--- config.mk ---
export PLATFORM = sky130hd
export DESIGN_NAME = game_vga_mixer
export DESIGN_NICKNAME = d
export VERILOG_FILES = /design/src/rtl/game_vga_mixer.sv
export SDC_FILE = /design/constraint.sdc
export NUM_CORES = 1
export LEC_CHECK = 0
export ABC_AREA = 0
export BUFFER_PORTS_ARGS = -buffer_cell sky130_fd_sc_hd__buf_2
export CAP_MARGIN = 10
export CORE_MARGIN = 2
export CORE_UTILIZATION = 56
export CTS_CLUSTER_SIZE = 24
export DETAILED_ROUTE_END_ITERATION = 10
export GPL_ROUTABILITY_DRIVEN = 0
export PLACE_DENSITY = 0.83
export SYNTH_ARGS = -nofsm -noshare
export SYNTH_HDL_FRONTEND = slang
export SYNTH_SLANG_ARGS = --single-unit
--- constraint.sdc ---
create_clock -name clk -period 4.85 [get_ports clk]
set_input_delay 0.2425 -clock clk [delete_from_list [all_inputs] [get_ports clk]]
set_output_delay 0.2425 -clock clk [all_outputs]
set_load 0.01 [all_outputs]
--- src/rtl/game_vga_mixer.sv ---
// VGA timing generator with priority sprite mixer and per-frame collision flag.
// A clock divider produces one pixel tick every CLK_DIV clk cycles; all video
// state advances on ticks, while frame_start is a single-clk pulse.
module game_vga_mixer #(
   parameter int unsigned H_DISPLAY = 640,
   parameter int unsigned H_FRONT   = 16,
   parameter int unsigned H_SYNC    = 96,
   parameter int unsigned H_BACK    = 48,
   parameter int unsigned V_DISPLAY = 480,
   parameter int unsigned V_FRONT   = 10,
   parameter int unsigned V_SYNC    = 2,
   parameter int unsigned V_BACK    = 33,
   parameter int unsigned X_WIDTH   = 10,
   parameter int unsigned Y_WIDTH   = 10,
   parameter int unsigned RGB_WIDTH = 3,
   parameter int unsigned N_SPRITES = 2,
   parameter int unsigned CLK_DIV   = 2,
   parameter logic [RGB_WIDTH-1:0] BG_RGB = 3'b001
) (
   input  logic                           clk,
   input  logic                           reset,
   output logic [X_WIDTH-1:0]             pixel_x,
   output logic [Y_WIDTH-1:0]             pixel_y,
   output logic                           display_on,
   input  logic [N_SPRITES-1:0]           sprite_rgb_en,
   input  logic [N_SPRITES*RGB_WIDTH-1:0] sprite_rgb,
   output logic                           vga_hsync,
   output logic                           vga_vsync,
   output logic [RGB_WIDTH-1:0]           vga_rgb,
   output logic                           frame_start,
   output logic                           collision
);

   localparam int unsigned H_TOTAL  = H_DISPLAY + H_FRONT + H_SYNC + H_BACK;
   localparam int unsigned V_TOTAL  = V_DISPLAY + V_FRONT + V_SYNC + V_BACK;
   localparam int unsigned HS_START = H_DISPLAY + H_FRONT;
   localparam int unsigned HS_END   = H_DISPLAY + H_FRONT + H_SYNC;
   localparam int unsigned VS_START = V_DISPLAY + V_FRONT;
   localparam int unsigned VS_END   = V_DISPLAY + V_FRONT + V_SYNC;
   localparam int unsigned DIV_W    = (CLK_DIV > 1) ? $clog2(CLK_DIV) : 1;

   logic [DIV_W-1:0]     div_q, div_d;
   logic [X_WIDTH-1:0]   pixel_x_q, pixel_x_d;
   logic [Y_WIDTH-1:0]   pixel_y_q, pixel_y_d;
   logic                 display_on_q, display_on_d;
   logic                 hsync_q, hsync_d;
   logic                 vsync_q, vsync_d;
   logic [RGB_WIDTH-1:0] rgb_q, rgb_d;
   logic                 frame_start_q, frame_start_d;
   logic                 collision_q, collision_d;
   logic                 acc_q, acc_d;

   logic                 tick_c;
   logic                 x_end_c;
   logic                 y_end_c;
   logic                 wrap_c;
   logic                 any_en_c;
   logic                 overlap_c;
   logic                 seen_one_c;
   logic [RGB_WIDTH-1:0] sel_rgb_c;

   // Next-state logic: divider, raster counters, mixer, sync, collision
   always_comb begin
      div_d         = div_q;
      pixel_x_d     = pixel_x_q;
      pixel_y_d     = pixel_y_q;
      hsync_d       = hsync_q;
      vsync_d       = vsync_q;
      rgb_d         = rgb_q;
      frame_start_d = 1'b0;
      collision_d   = collision_q;
      acc_d         = acc_q;
      any_en_c      = 1'b0;
      overlap_c     = 1'b0;
      seen_one_c    = 1'b0;
      sel_rgb_c     = '0;

      tick_c  = (div_q == DIV_W'(CLK_DIV - 1));
      x_end_c = (pixel_x_q == X_WIDTH'(H_TOTAL - 1));
      y_end_c = (pixel_y_q == Y_WIDTH'(V_TOTAL - 1));
      wrap_c  = x_end_c && y_end_c;

      // Walk from the top index down so the lowest-index opaque sprite wins
      for (int i = N_SPRITES - 1; i >= 0; i--) begin
         if (sprite_rgb_en[i]) begin
            any_en_c  = 1'b1;
            sel_rgb_c = sprite_rgb[i*RGB_WIDTH +: RGB_WIDTH];
         end
      end

      // Two or more opaque sprites on the same pixel
      for (int i = 0; i < N_SPRITES; i++) begin
         if (seen_one_c && sprite_rgb_en[i]) overlap_c = 1'b1;
         if (sprite_rgb_en[i]) seen_one_c = 1'b1;
      end

      if (tick_c) begin
         div_d = '0;
         if (x_end_c) begin
            pixel_x_d = '0;
            pixel_y_d = y_end_c ? '0 : pixel_y_q + Y_WIDTH'(1);
         end else begin
            pixel_x_d = pixel_x_q + X_WIDTH'(1);
         end

         if (display_on_q) rgb_d = any_en_c ? sel_rgb_c : BG_RGB;
         else              rgb_d = '0;

         hsync_d = !((pixel_x_q >= X_WIDTH'(HS_START)) && (pixel_x_q < X_WIDTH'(HS_END)));
         vsync_d = !((pixel_y_q >= Y_WIDTH'(VS_START)) && (pixel_y_q < Y_WIDTH'(VS_END)));

         if (wrap_c) begin
            frame_start_d = 1'b1;
            collision_d   = acc_q | (display_on_q & overlap_c);
            acc_d         = 1'b0;
         end else if (display_on_q && overlap_c) begin
            acc_d = 1'b1;
         end
      end else begin
         div_d = div_q + DIV_W'(1);
      end

      display_on_d = (pixel_x_d < X_WIDTH'(H_DISPLAY)) && (pixel_y_d < Y_WIDTH'(V_DISPLAY));
   end

   // State registers with asynchronous active-high reset
   always_ff @(posedge clk or posedge reset) begin
      if (reset) begin
         div_q         <= '0;
         pixel_x_q     <= '0;
         pixel_y_q     <= '0;
         display_on_q  <= 1'b1;
         hsync_q       <= 1'b1;
         vsync_q       <= 1'b1;
         rgb_q         <= '0;
         frame_start_q <= 1'b0;
         collision_q   <= 1'b0;
         acc_q         <= 1'b0;
      end else begin
         div_q         <= div_d;
         pixel_x_q     <= pixel_x_d;
         pixel_y_q     <= pixel_y_d;
         display_on_q  <= display_on_d;
         hsync_q       <= hsync_d;
         vsync_q       <= vsync_d;
         rgb_q         <= rgb_d;
         frame_start_q <= frame_start_d;
         collision_q   <= collision_d;
         acc_q         <= acc_d;
      end
   end

   assign pixel_x     = pixel_x_q;
   assign pixel_y     = pixel_y_q;
   assign display_on  = display_on_q;
   assign vga_hsync   = hsync_q;
   assign vga_vsync   = vsync_q;
   assign vga_rgb     = rgb_q;
   assign frame_start = frame_start_q;
   assign collision   = collision_q;

endmodule

==> results of run 1 <==
worst register-to-register path: cells and delay by family, from the launching register on:
family / cells / cell delay [ps]
simple gates: 3 / 1050
flops: 1 / 630
compound gates: 2 / 280
cells by family (layout without fill, tap and decap cells):
family / count (synthesis) / count (layout)
fa+ha+maj: 5 / 5
flops: 30 / 30
xor+xnor: 15 / 15
buf+inv: 13 / 55
compound gates: 21 / 21
simple gates: 65 / 65
mux: 4 / 4
registers in the layout, indices dropped and copies added, names as in the netlist:
signal and flops:
acc_q 1, div_q 1, display_on 1, collision 1, frame_start 1, vga_rgb 3
pixel_y 10, pixel_x 10, vga_hsync 1, vga_vsync 1
layout by cell type (no fill, tap or decap), types with 7 or more instances in the layout:
master / count
buf_2: 37
o21ai_0: 7
xor2_1: 8
dfrtp_1: 27
nor2_1: 19
inv_1: 8
xnor2_1: 7
nand2_1: 11
layout make-up:
type / count / share of cell area [%]
sequential: 30 / 40.9
tap: 31 / 2.10
timing repair buffer: 39 / 12.1
multi-input combinational: 110 / 40.1
inverter: 8 / 1.63
clock buffer: 7 / 2.98
clock inverter: 1 / 0.271
power by group through the flow:
stage	Sequential (mW)	Combinational [mW]	Clock, mW
final	0.253	0.0198	0.154
after detailed placement	0.258	0.0168	0
after floorplan	0.259	0.00804	0
after CTS	0.253	0.0168	0.156
after global routing	0.254	0.0221	0.166
after global placement	0.258	0.0161	0
layer usage:
layer	GRT usage [%]	routed length [µm]	vias to the layer above
li1	-	-	618
met1	29.9	1460	621
met2	36.2	1640	41
met3	7.60	198	7
met4	10.2	55	0
met5	0	0	-
per-stage QoR:
stage	cell area, µm²	hold slack (ps)	power, mW	setup WS, ps	utilization [%]
4_1_cts	1810	193	0.426	2820	67.3
6_report	1850	197	0.427	2800	68.7
5_1_grt	1850	200	0.441	2590	68.7
3_3_place_gp	1750	481	0.274	2920	65.1
3_5_place_dp	1750	486	0.275	2860	65.1
2_1_floorplan	1550	331	0.267	3010	-
timing repair:
action	CTS	global route
hold buffers	0	1
hold endpoints to repair	0	11
endpoints found under the setup margin	0	0
worst paths after layout:
kind / from / endpoint / slack [ps] / depth (start not counted)
min reg2reg: vga_hsync / vga_hsync / 490 / 2
max: div_q / display_on / 2800 / 5
min: sprite_rgb[2] / vga_rgb[2] / 200 / 3
max reg2reg: div_q / display_on / 2800 / 5
max in group asynchronous: reset / vga_hsync / 3780 / 4
min in group asynchronous: reset / div_q / 510 / 3
==> summary.md, run 1 <==
| Metric | Value |
|---|---|
| Status | completed |
| Startpoint types | flip-flop |
| Post-synth net total | 168 |
| Top cells by area, synth | dfrtp_1 44%, dfstp_2 5.1%, nor2_1 4.6%, xor2_1 4.5%, ha_1 4.0% |
| Clock transition at path regs | 90 ps |
| CP top delay family | simple AND/OR/NAND/NOR gates |
| Worst EP required | ~5100 ps |
| Post-Synth Adder-Cell Area | around 4% |
| Clock Sinks | 30 |
| Rows | 19 |
| Yosys top cell by area | dfrtp_1 |
| Die area | about 3200 µm² |
| Final setup TNS | 0 ps |
| Switching Fraction | 22.5% |
| Root Buffer | clkbuf_4 |
| Via-per-instance ratio | approximately 5.7 |
| Synth Register Bits | 30 |
| Worst-margin pin slew | around 600 ps |
| P&R area growth vs syn | 18.9% |
| Critical path buffers and inverters | 0 |
| Critical path, cell by cell | and4_2, and3_2, nor2b_4, a21oi_2, a311oi_1 |
| # diodes | 0 |
| Total Wirelength | roughly 3400 µm |
| Post-synthesis mux area share | approximately 2.6% |
| Crit. End Element | flip-flop |
| Post-synthesis xor/xnor area fraction | between 8 and 9% |
| Critical path's slowest cell | dfrtp_1 |
| Total clock buffers created by CTS | 5 |
| Post-synthesis cell type count | between 40 and 50 |
| Fin nets | 209 |
| Worst min path class | primary input to flip-flop |
| Worst vdd ir | between 200 and 300 µV |
| Clock power frac | a little over a third |
| Pint | 331 µW |
| Initial antenna violation count | 0 |
| Synth Instances | 153 |
| Max incr delay on CP | between 600 and 700 ps |
| LEAKAGE | approximately 0.9 nW |
| Synth Area in Compound Gates | about 8.5% |
| Worst skew pair latency | 330 ps |
| DRC | 0 |
| Hold Fails Final Rpt | 0 |
| Seq pwr share | around 59% |
| Rel. slew slack | between 60% and 70% |
| Max-cap violation count | 0 |
| Crit path DAT | 2290 ps |
| Storage cell area | 754 µm² |
| Synth cell count leaders | 27 x dfrtp_1, 19 x nor2_1, 11 x nand2_1 |
| Count leader, synth | dfrtp_1 |
| Clock Skew | ~2.9 ps |
| Combinational power share | between 4 and 5% |
| Post-CTS Setup Inserts | 0 |
| Post-DP HPWL | ~2400 µm |
| Synth Area in Simple Gates | between 20 and 25% |
| Layout Cells excl Fill | between 200 and 250 |
| Starting density of the core | between 50% and 60% |
| Largest family of logic cells by synthesized area | simple AND/OR/NAND/NOR gates |
| GRT Util Overall | a little under a quarter |
| GRT Residual Overflow | 0 |
| Mapped Area | approximately 1600 µm² |
| RSZ-0062 raised after global routing | no |
| Post-cts gate resize count | 0 |
| Clock Path Buffers | 2 |
| Maximum number of pins on one net before global-route repair | 31 |
| TritonCTS clock tree | done |
| First-pass GRT wire length | 5600 µm |
| Total number of vias | around 1300 |
| Num ports | 38 |
| Ys async rst share | 100% |
| Ys flop type | dfrtp_1 |
| Register area share after synthesis | between 40% and 50% |
| Min Tclk post-route | 2050 ps |
| Footprint of the multi-input gates | between 700 and 800 µm² |
| Drt pass-1 iters | 4 |
| Largest fanout on the critical path | 15 |
| Layout cells sized above 1 | ~28% |
| Peak Freq | 488 MHz |
| DIE WIDTH | around 57 µm |
| Share of the synthesized area in the top cell type | ~44% |
| Pwr Density | ~230 nW/µm² |
| Vias in the first global route | ~1200 |
| Inst Count DP | around 220 |
| Sw Pwr | 96.1 µW |
| Critical path class | flip-flop to flip-flop |
| EDFF count, synth | 0 |
| DR WL/cell | between 10 and 15 µm |
| Synth warnings | 0 |
| Avg Cell Area, Syn | 10.1 µm² |
| CTS H-tree lvls | 2 |
| Slew Limit Fails | 0 |
| PortBufs | 37 |
| Die height | approximately 57 µm |
| CORE AREA | 2690 µm² |
| DR iter-0 viols | 43 |
| Final setup viols | 0 |
| Fillers | between 200 and 250 |
| Antenna-violating nets left | 0 |
| Final Cycle Share | between 40 and 50% |
Power figures use the tool's default switching activity.
==> run 2: changes to the inputs <==
--- a/config.mk
+++ b/config.mk
@@ -9,11 +9,11 @@
 export BUFFER_PORTS_ARGS = -buffer_cell sky130_fd_sc_hd__buf_2
 export CAP_MARGIN = 10
 export CORE_MARGIN = 2
-export CORE_UTILIZATION = 56
+export CORE_UTILIZATION = 47
 export CTS_CLUSTER_SIZE = 24
 export DETAILED_ROUTE_END_ITERATION = 10
 export GPL_ROUTABILITY_DRIVEN = 0
-export PLACE_DENSITY = 0.83
+export PLACE_DENSITY = 0.74
 export SYNTH_ARGS = -nofsm -noshare
 export SYNTH_HDL_FRONTEND = slang
 export SYNTH_SLANG_ARGS = --single-unit
==> constraint.sdc (replaced) <==
create_clock -name clk -period 1.8 [get_ports clk]
set_input_delay 0.09 -clock clk [delete_from_list [all_inputs] [get_ports clk]]
set_output_delay 0.09 -clock clk [all_outputs]
set_load 0.01 [all_outputs]
==> run 2 against run 1 <==
  * The flow now finishes with violations (setup timing)
  * Fmax up 13%
  * Cell count up 16%
  * Final area up 15%
  * Via count up 5.9%
  * Count of clock-buffer cells in the layout down 1
  * Die area up 18%
  * Worst hold slack worse by 170 ps
  * Critical path depth up 1
  * Clock skew up 1.4 ps
  * Global-route usage down 1.8 points
  * Clock power rose to 4.6 times the previous value
  * Non-clock buffer count up 23
  * Largest cell class is now multi-input gates
==> summary.md, run 2 (synthesized netlist as in run 1, its figures left out) <==
| Metric | Value |
|---|---|
| Status | finished, violations left |
| Failing checks | setup timing |
| Clock Path Buffers | 2 |
| Num ports | 38 |
| Commonest non-fill, non-tap cell in the layout | buf_2 |
| Crit path DAT | about 2100 ps |
| Hold Fails Final Rpt | 0 |
| Crit. End Element | flip-flop |
| Min Tclk post-route | 1820 ps |
| Initial antenna violation count | 0 |
| DR WL/cell | between 10 and 15 µm |
| CORE AREA | about 3100 µm² |
| Worst vdd ir | about 440 µV |
| Critical path class | flip-flop to flip-flop |
| Startpoint types | flip-flop |
| Clock Sinks | 30 |
| Peak Freq | ~550 MHz |
| Total Wirelength | between 3000 and 4000 µm |
| GRT Residual Overflow | 0 |
| Layout cells sized above 1 | roughly 41% |
| Final setup TNS | -23.8 ps |
| Rows | 20 |
| Seq pwr share | 47.3% |
| Rel. slew slack | about 70% |
| Worst-margin pin slew | around 440 ps |
| Fillers | around 250 |
| Vias in the first global route | between 1000 and 1500 |
| Fin nets | roughly 230 |
| TritonCTS clock tree | done |
| Layout Cells excl Fill | 262 |
| Final Cycle Share | 101% |
| Worst hold path cell count | 3 |
| RSZ-0062 raised after global routing | yes |
| Pwr Density | 680 nW/µm² |
| # diodes | 0 |
| P&R area growth vs syn | 36.7% |
| Sw Pwr | 275 µW |
| Switching Fraction | a little under a fifth |
| Worst hold slack | ~29 ps |
| Total number of vias | 1363 |
| Maximum number of pins on one net before global-route repair | 31 |
| Footprint of the multi-input gates | about 780 µm² |
| Largest fanout on the critical path | 7 |
| Antenna-violating nets left | 0 |
| LEAKAGE | 1.04 nW |
| GRT Util Overall | approximately 22% |
| Worst skew pair latency | 330 ps |
| Root Buffer | clkbuf_4 |
| Via-per-instance ratio | 5.20 |
| First-pass GRT wire length | between 5000 and 6000 µm |
| Worst-case reg-to-reg path depth | 6 |
| DRC | 0 |
| Drt pass-1 iters | 4 |
| Die height | 61.5 µm |
| Post-DP HPWL | approximately 2700 µm |
| Pint | 1.17 mW |
| DR iter-0 viols | 44 |
| Max-cap violation count | 0 |
| Slew Limit Fails | 0 |
| Final setup margin | -17.0 ps |
| Total clock buffers created by CTS | 5 |
| Clock transition at path regs | about 100 ps |
| PortBufs | 37 |
| Clock Skew | between 4 and 5 ps |
| Inst Count DP | 250 |
| Most frequent cells in the layout | 37 x buf_2, 24 x dfrtp_1, 23 x buf_4, 18 x nor2_1, 11 x nand2_1 |
| Storage cell area | ~760 µm² |
| Worst min path class | primary input to flip-flop |
| DIE WIDTH | around 61 µm |
| Die area | approximately 3800 µm² |
| CTS H-tree lvls | 2 |
| Worst EP required | 2070 ps |
| Combinational power share | 3.3% |
| Starting density of the core | 50.0% |
| Final setup viols | 2 |
| Clock power frac | roughly 49% |
-- run 2: cell types whose count changed in the layout (fill, tap and decap cells not counted), sizes merged --
cell    before  now
buf         38   61
bufinv       0    2
clkbuf       7    6
clkinv       1    0
-- run 2: worst max-delay path: stages, from the launching register on --
cell and delay, ps:
dfrtp_2 420, or3_4 380, or4_4 510, nor2b_4 180, buf_12 140, nor2_4 30, a21oi_2 90
-- run 2: path summary, 6_finish.rpt --
kind,to,slack [ps],start
worst max-delay path,collision,-20,pixel_y[6]
worst min-delay path,vga_rgb[2],30,sprite_rgb[5]
worst max register to register,collision,-20,pixel_y[6]
worst min register to register,vga_hsync,500,vga_hsync
max in group asynchronous,display_on,1130,reset
min in group asynchronous,vga_rgb[2],360,reset
-- run 2: stage by stage --
stage / setup WS (ps) / instance area, µm² / power [mW] / util (%)
after floorplan: -10.4 / 1560 / 0.720 / -
final: -17.0 / 2120 / 1.44 / 68.4
after detailed placement: -5.57 / 1940 / 0.743 / 62.5
after global routing: -84.3 / 2120 / 1.49 / 68.4
after global placement: 75.9 / 1940 / 0.741 / 62.5
after CTS: -0.0797 / 2060 / 1.46 / 66.5
-- run 2: timing repair --
item,in CTS,in global routing
resized for setup,1,8
endpoints found under the hold margin,27,0
buffers inserted,0,3
pin swaps,0,1
endpoints found under the setup margin,1,3
hold buffers,1,0
-- run 2: power by group through the flow --
stage          Combinational [mW]  Sequential [mW]  Clock, mW
6_report                   0.0478            0.683      0.713
2_1_floorplan              0.0217            0.698          0
3_3_place_gp               0.0456            0.695          0
5_1_grt                    0.0549            0.683      0.754
4_1_cts                    0.0493            0.682      0.725
3_5_place_dp               0.0475            0.695          0
-- run 2: metal layers --
metal | GRT usage (%) | up-vias | wire, µm
met1 | 26.2 | 645 | 1690
li1 | - | 667 | -
met3 | 6.51 | 13 | 170
met2 | 35.6 | 38 | 1760
met4 | 9.73 | 0 | 114
met5 | 0 | - | 0
-- run 2: cell type report --
class	instances	share of cell area, %
Clock buffer	6	2.42
Inverter	8	1.41
Sequential cell	30	35.7
Timing Repair Buffer	62	18.3
Clock inverter	2	2.83
Tap cell	44	2.59
Multi-Input combinational cell	110	36.8
